==> src/rtl/id_ex_operand_stage_pkg.sv <==
// Shared definitions for the ID/EX operand stage.
// ALU opcodes, control-bundle layout and widths.
package id_ex_operand_stage_pkg;

  localparam int DW_DEF  = 32;
  localparam int AW_DEF  = 5;
  localparam int IMM_W   = 16;
  localparam int SHAMT_W = 5;
  localparam int OP_W    = 4;
  localparam int CTRL_W  = 4;

  localparam logic [OP_W-1:0] ALU_AND  = 4'b0000;
  localparam logic [OP_W-1:0] ALU_OR   = 4'b0001;
  localparam logic [OP_W-1:0] ALU_NOR  = 4'b0010;
  localparam logic [OP_W-1:0] ALU_ADD  = 4'b0011;
  localparam logic [OP_W-1:0] ALU_SUB  = 4'b0100;
  localparam logic [OP_W-1:0] ALU_XOR  = 4'b0101;
  localparam logic [OP_W-1:0] ALU_WORD = 4'b0110;
  localparam logic [OP_W-1:0] ALU_LUI  = 4'b0111;
  localparam logic [OP_W-1:0] ALU_SLL  = 4'b1000;
  localparam logic [OP_W-1:0] ALU_SRL  = 4'b1001;

  localparam int CTRL_REG_WRITE  = 3;
  localparam int CTRL_MEM_READ   = 2;
  localparam int CTRL_MEM_WRITE  = 1;
  localparam int CTRL_MEM_TO_REG = 0;

  typedef struct packed {
    logic reg_write;
    logic mem_read;
    logic mem_write;
    logic mem_to_reg;
  } ctrl_t;

  function automatic logic is_shift(input logic [OP_W-1:0] op);
    return (op == ALU_SLL) || (op == ALU_SRL);
  endfunction

endpackage

==> src/rtl/operand_forward_mux.sv <==
// Forwarding select for one EX source operand.
// EX/MEM beats MEM/WB; register 0 never forwards.
module operand_forward_mux #(
  parameter int DW = 32,
  parameter int AW = 5
) (
  input  logic [AW-1:0] addr,
  input  logic [DW-1:0] reg_data,
  input  logic          exmem_we,
  input  logic [AW-1:0] exmem_rd,
  input  logic [DW-1:0] exmem_data,
  input  logic          memwb_we,
  input  logic [AW-1:0] memwb_rd,
  input  logic [DW-1:0] memwb_data,
  output logic [DW-1:0] data
);

  logic hit_exmem;
  logic hit_memwb;

  assign hit_exmem = exmem_we & (exmem_rd != '0)
                   & (exmem_rd == addr);
  assign hit_memwb = memwb_we & (memwb_rd != '0)
                   & (memwb_rd == addr);

  // Youngest producer wins; fall back to the register file.
  always_comb begin
    data = reg_data;
    priority case (1'b1)
      hit_exmem: data = exmem_data;
      hit_memwb: data = memwb_data;
      default:   data = reg_data;
    endcase
  end

endmodule

==> src/rtl/id_ex_operand_stage.sv <==
// ID/EX register feeding the ALU operands.
// Forwarding, shamt/immediate select and load-use detect.
module id_ex_operand_stage
  import id_ex_operand_stage_pkg::*;
#(
  parameter int DATA_WIDTH     = DW_DEF,
  parameter int REG_ADDR_WIDTH = AW_DEF
) (
  input  logic                      clk,
  input  logic                      reset,
  input  logic                      stall,
  input  logic                      flush,
  input  logic                      id_valid,
  input  logic [OP_W-1:0]           id_alu_op,
  input  logic [CTRL_W-1:0]         id_ctrl,
  input  logic                      id_alu_src,
  input  logic                      id_sign_ext,
  input  logic [REG_ADDR_WIDTH-1:0] id_rs_addr,
  input  logic [REG_ADDR_WIDTH-1:0] id_rt_addr,
  input  logic [REG_ADDR_WIDTH-1:0] id_rd_addr,
  input  logic [DATA_WIDTH-1:0]     id_rs_data,
  input  logic [DATA_WIDTH-1:0]     id_rt_data,
  input  logic [IMM_W-1:0]          id_imm,
  input  logic [SHAMT_W-1:0]        id_shamt,
  input  logic                      fwd_exmem_we,
  input  logic [REG_ADDR_WIDTH-1:0] fwd_exmem_rd,
  input  logic [DATA_WIDTH-1:0]     fwd_exmem_data,
  input  logic                      fwd_memwb_we,
  input  logic [REG_ADDR_WIDTH-1:0] fwd_memwb_rd,
  input  logic [DATA_WIDTH-1:0]     fwd_memwb_data,
  output logic                      load_use_hazard,
  output logic [OP_W-1:0]           alu_operation,
  output logic [DATA_WIDTH-1:0]     alu_a,
  output logic [DATA_WIDTH-1:0]     alu_b,
  output logic [DATA_WIDTH-1:0]     ex_store_data,
  output logic [REG_ADDR_WIDTH-1:0] ex_rd,
  output logic [CTRL_W-1:0]         ex_ctrl,
  output logic                      ex_valid
);

  logic                      v_q;
  logic [OP_W-1:0]           op_q;
  ctrl_t                     ctrl_q;
  logic                      src_q;
  logic [REG_ADDR_WIDTH-1:0] rs_q;
  logic [REG_ADDR_WIDTH-1:0] rt_q;
  logic [REG_ADDR_WIDTH-1:0] rd_q;
  logic [DATA_WIDTH-1:0]     rsd_q;
  logic [DATA_WIDTH-1:0]     rtd_q;
  logic [DATA_WIDTH-1:0]     imm_q;
  logic [SHAMT_W-1:0]        shamt_q;

  logic [DATA_WIDTH-1:0]     imm_ext;
  logic [DATA_WIDTH-1:0]     rs_fwd;
  logic [DATA_WIDTH-1:0]     rt_fwd;
  logic                      bubble;

  // Extend once at load; LUI wants the raw half-word.
  always_comb begin
    imm_ext = {{(DATA_WIDTH-IMM_W){1'b0}}, id_imm};
    if (id_sign_ext && (id_alu_op != ALU_LUI))
      imm_ext = {{(DATA_WIDTH-IMM_W){id_imm[IMM_W-1]}},
                 id_imm};
  end

  // Loaded value in EX is not ready for the decode slot.
  always_comb begin
    load_use_hazard = v_q & ctrl_q.mem_read
                    & (rd_q != '0) & id_valid
                    & ((rd_q == id_rs_addr)
                      | (rd_q == id_rt_addr));
  end

  assign bubble = flush | load_use_hazard;

  // Stage register: hold on stall, clear on bubble.
  always_ff @(posedge clk or negedge reset) begin
    if (!reset) begin
      v_q     <= 1'b0;
      op_q    <= '0;
      ctrl_q  <= '0;
      src_q   <= 1'b0;
      rs_q    <= '0;
      rt_q    <= '0;
      rd_q    <= '0;
      rsd_q   <= '0;
      rtd_q   <= '0;
      imm_q   <= '0;
      shamt_q <= '0;
    end else if (!stall) begin
      if (bubble) begin
        v_q     <= 1'b0;
        op_q    <= '0;
        ctrl_q  <= '0;
        src_q   <= 1'b0;
        rs_q    <= '0;
        rt_q    <= '0;
        rd_q    <= '0;
        rsd_q   <= '0;
        rtd_q   <= '0;
        imm_q   <= '0;
        shamt_q <= '0;
      end else begin
        v_q     <= id_valid;
        op_q    <= id_alu_op;
        ctrl_q  <= id_ctrl;
        src_q   <= id_alu_src;
        rs_q    <= id_rs_addr;
        rt_q    <= id_rt_addr;
        rd_q    <= id_rd_addr;
        rsd_q   <= id_rs_data;
        rtd_q   <= id_rt_data;
        imm_q   <= imm_ext;
        shamt_q <= id_shamt;
      end
    end
  end

  operand_forward_mux #(
    .DW (DATA_WIDTH),
    .AW (REG_ADDR_WIDTH)
  ) u_fwd_rs (
    .addr       (rs_q),
    .reg_data   (rsd_q),
    .exmem_we   (fwd_exmem_we),
    .exmem_rd   (fwd_exmem_rd),
    .exmem_data (fwd_exmem_data),
    .memwb_we   (fwd_memwb_we),
    .memwb_rd   (fwd_memwb_rd),
    .memwb_data (fwd_memwb_data),
    .data       (rs_fwd)
  );

  operand_forward_mux #(
    .DW (DATA_WIDTH),
    .AW (REG_ADDR_WIDTH)
  ) u_fwd_rt (
    .addr       (rt_q),
    .reg_data   (rtd_q),
    .exmem_we   (fwd_exmem_we),
    .exmem_rd   (fwd_exmem_rd),
    .exmem_data (fwd_exmem_data),
    .memwb_we   (fwd_memwb_we),
    .memwb_rd   (fwd_memwb_rd),
    .memwb_data (fwd_memwb_data),
    .data       (rt_fwd)
  );

  // Shifts take shamt on A; immediate forms take imm on B.
  always_comb begin
    alu_a = rs_fwd;
    alu_b = rt_fwd;
    if (is_shift(op_q))
      alu_a = {{(DATA_WIDTH-SHAMT_W){1'b0}}, shamt_q};
    if (src_q)
      alu_b = imm_q;
  end

  assign alu_operation = op_q;
  assign ex_store_data = rt_fwd;
  assign ex_rd         = rd_q;
  assign ex_ctrl       = ctrl_q;
  assign ex_valid      = v_q;

endmodule

==> config.mk <==
export PLATFORM = sky130hd
export DESIGN_NAME = id_ex_operand_stage
export DESIGN_NICKNAME = d
export VERILOG_FILES = /design/src/rtl/id_ex_operand_stage_pkg.sv /design/src/rtl/operand_forward_mux.sv /design/src/rtl/id_ex_operand_stage.sv
export SDC_FILE = /design/constraint.sdc
export NUM_CORES = 1
export LEC_CHECK = 0
export ABC_CLOCK_PERIOD_IN_PS = 1900
export BUFFER_PORTS_ARGS = -buffer_cell sky130_fd_sc_hd__buf_4
export CAP_MARGIN = 20
export CORE_MARGIN = 3
export CORE_UTILIZATION = 44
export CTS_CLUSTER_DIAMETER = 80
export CTS_CLUSTER_SIZE = 20
export DETAILED_ROUTE_END_ITERATION = 6
export PLACE_DENSITY_LB_ADDON = 0.05
export SKIP_CTS_REPAIR_TIMING = 1
export SYNTH_ARGS = -nofsm -noshare
export SYNTH_HDL_FRONTEND = slang
export SYNTH_SLANG_ARGS = --single-unit
==> constraint.sdc <==
create_clock -name clk -period 1.9 [get_ports clk]
set_input_delay 0.19 -clock clk [delete_from_list [all_inputs] [get_ports clk]]
set_output_delay 0.19 -clock clk [all_outputs]
set_load 0.02 [all_outputs]
==> results.tsv <==
metric	value	unit
status	finished, violations left	
failing checks	negative setup slack	
DR vias	8254	
IO Count	302	
DR iter-0 viols	746	
area leader, netlist	dfrtp_1	
PortBufs	301	
design area	13190	sq um
simple logic cell fraction of the synthesized area	21.86	%
YS warnings	0	
Max VDD drop	551.9	uV
multiplexer share of the synthesized area	3.857	%
Worst-Margin Slew	0.6339	ns
post-layout min period	2.750	ns
CP startpoint kind	register	
post-route ant nets	0	
fmax	0.3636	GHz
largest family of logic cells by synthesized area	compound AO/OA/AOI/OAI gates	
DP HPWL	19050	um
post-synthesis xor/xnor area fraction	3.750	%
filler cell count	825	
WHS	0.1250	ns
worst flop-to-flop path startpoint	ex_rd[2]	
Setup crit end kind	primary output	
Vias/cell	6.007	
adder-cell share of the synthesized area	0	%
mapped cell area	7007	sq um
Async S/R FF share, synth	100.0	%
# diodes	0	
synth cell count leaders	130 x nor2_1, 111 x dfrtp_1, 109 x a22o_1, 109 x nor2b_1, 54 x nand2_1	
Mapped Cells	781	
placed instance area	11520	sq um
Pwr Density	595.9	nW/um^2
detailed-route DRC error count	0	
final hold vios	0	
final slew viol count	0	
CTS tree	built	
RR Endpoint	rsd_q[2]	
period utilization	144.7	%
max_cap viols	0	
reg2reg path depth	7	
Worst Path Arrival	2.56	ns
setup violators final	207	
clk slew on worst S/H paths	0.07	ns
post-synth cell types	33	
Leak Pwr	0.006115	uW
clk sinks	111	
most frequent cell after synthesis	nor2_1	
sequential fraction of the synthesis area	39.64	%
syn_area_per_cell	8.971	sq um
# nets final	1349	
first-pass GRT wire length	40390	um
final setup margin	-0.8502	ns
Max FO, Critical Path	9	
area of the core	15370	sq um
hold path depth	3	
synthesized flop and latch total	111	
R2R Setup Slk	-0.27	ns
Routed WL	32590	um
total gr overflow	0	
CP Class	register to primary output	
unrepaired setup endpoints after global routing	yes	
hold wc startpoint	id_sign_ext	
latest clock arrival within the worst-skew pair	0.36	ns
root buf cell	clkbuf_16	
clk buf depth	2	
Max-slew headroom	57.74	%
commonest register cell after synthesis	dfrtp_1	
row cnt	45	
Setup Skew	0.009478	ns
Initial Utilization	45.58	%
CTS Buf Count	9	
Yosys top cell area share	39.64	%
DIE HEIGHT	132.2	um
Synthesized Nets	972	
GP Congestion	0.8441	
ranking of synthesized cells by area	dfrtp_1 40%, a22o_1 14%, nor2b_1 9.7%	
Hold Path Sink	imm_q[30]	
pin count of the biggest net entering global routing	112	
ratio of cells with drive above 1 in the final layout	53.05	%
die width	132.2	um
Total Routing Usage GR	28.82	%
DRT Pass-1 Iters	5	
H-tree levels	3	
Synth Area in Compound Gates	25.89	%
P&R area growth vs syn	88.20	%
vias in the first global route	7558	
initial antenna violation count	0	
Req. time, crit path	1.71	ns
Hold Crit Class	input pin to register	
DR WL/cell	23.72	um
number of flops mapped to enable cells by yosys	0	
Total Die Area	17470	sq um
==> worst max-delay path by stage <==
stage / startpoint / to / slack (ns) / cells after the start
6_report: rs_q[0] / alu_a[26] / -0.85 / 7
3_5_place_dp: fwd_exmem_rd[1] / alu_b[21] / -0.42 / 8
3_3_place_gp: fwd_exmem_rd[1] / alu_b[24] / -0.40 / 8
2_1_floorplan: rs_q[1] / alu_a[10] / -0.15 / 7
4_1_cts: rs_q[1] / alu_a[12] / -0.80 / 7
5_1_grt: rs_q[0] / alu_a[3] / -0.88 / 7
==> state kept, by name, indices dropped and copies added (netlist names), 5 cells and up <==
signal	count
rs_q	5
rsd_q	32
imm_q	17
rt_q	5
shamt_q	5
ex_rd	5
rtd_q	32
==> per-layer routing <==
metal	GRT usage, %	vias to the layer above	part of all wire [%]
met2	48.06	482	49
met5	0	-	0
met1	36.48	4068	38
met3	5.611	113	7.6
li1	-	3591	-
met4	12.88	0	4.9
==> layout make-up <==
| type | instances | area, sq um | share of cell area [%] |
|---|---|---|---|
| clock buffer | 11 | 232.7 | 1.765 |
| clock inverter | 5 | 60.06 | 0.4555 |
| sequential | 111 | 2788 | 21.14 |
| timing repair buffer | 442 | 4375 | 33.18 |
| tap | 211 | 264.0 | 2.002 |
| inverter | 2 | 7.507 | 0.05693 |
| multi-input combinational | 592 | 5459 | 41.40 |
==> critical path, cell delays in order, from the launching register on <==
cell and delay [ns]:
dfrtp_1 0.44, xnor2_1 0.23, nand2_1 0.12, or4b_4 0.58
clkbuf_16 0.22, mux2i_1 0.16, a211oi_4 0.28, buf_6 0.16
==> stage by stage <==
| step | utilization (%) | total power, uW | cells | worst slack, ns | TNS [ns] |
|---|---|---|---|---|---|
| finish | 85.79 | 7858 | 1374 | -0.8502 | -85.50 |
| global route | 85.79 | 8103 | 1374 | -0.8791 | -93.06 |
| CTS | 76.83 | 7364 | 1321 | -0.8016 | -63.30 |
| detailed placement | 74.92 | 5420 | 1305 | -0.4245 | -33.90 |
| global placement | 74.92 | 5380 | 1305 | -0.3981 | -32.67 |
| floorplan | - | 4259 | 781 | -0.1534 | -6.390 |
==> power by group <==
part	internal [uW]	switching, uW
clock network	1030	951
logic	1640	1490
registers	2540	199
total	5210	2640
==> cell families after synthesis <==
logic type | Yosys count
and+or+nand+nor | 317
muxes | 27
buffers and inverters | 79
AOI/OAI and AO/OA | 217
xor gates and xnor gates | 30
DFF | 111
==> cell usage in the layout, fill, tap and decap left out, drive strengths merged, types with 2 or more instances in the layout <==
cell      n
inv       2
nand2    54
o31ai    38
nor2    130
mux2i    27
a22o    109
and2      7
or4       3
xor2     18
xnor2    12
clkinv    3
nor2b   109
a221oi   37
a211oi   27
nand4     2
dfrtp   111
nor3      4
nor4      2
nand3     2
clkbuf   28
buf     424
Note: power is estimated with default switching activity, not from simulation.
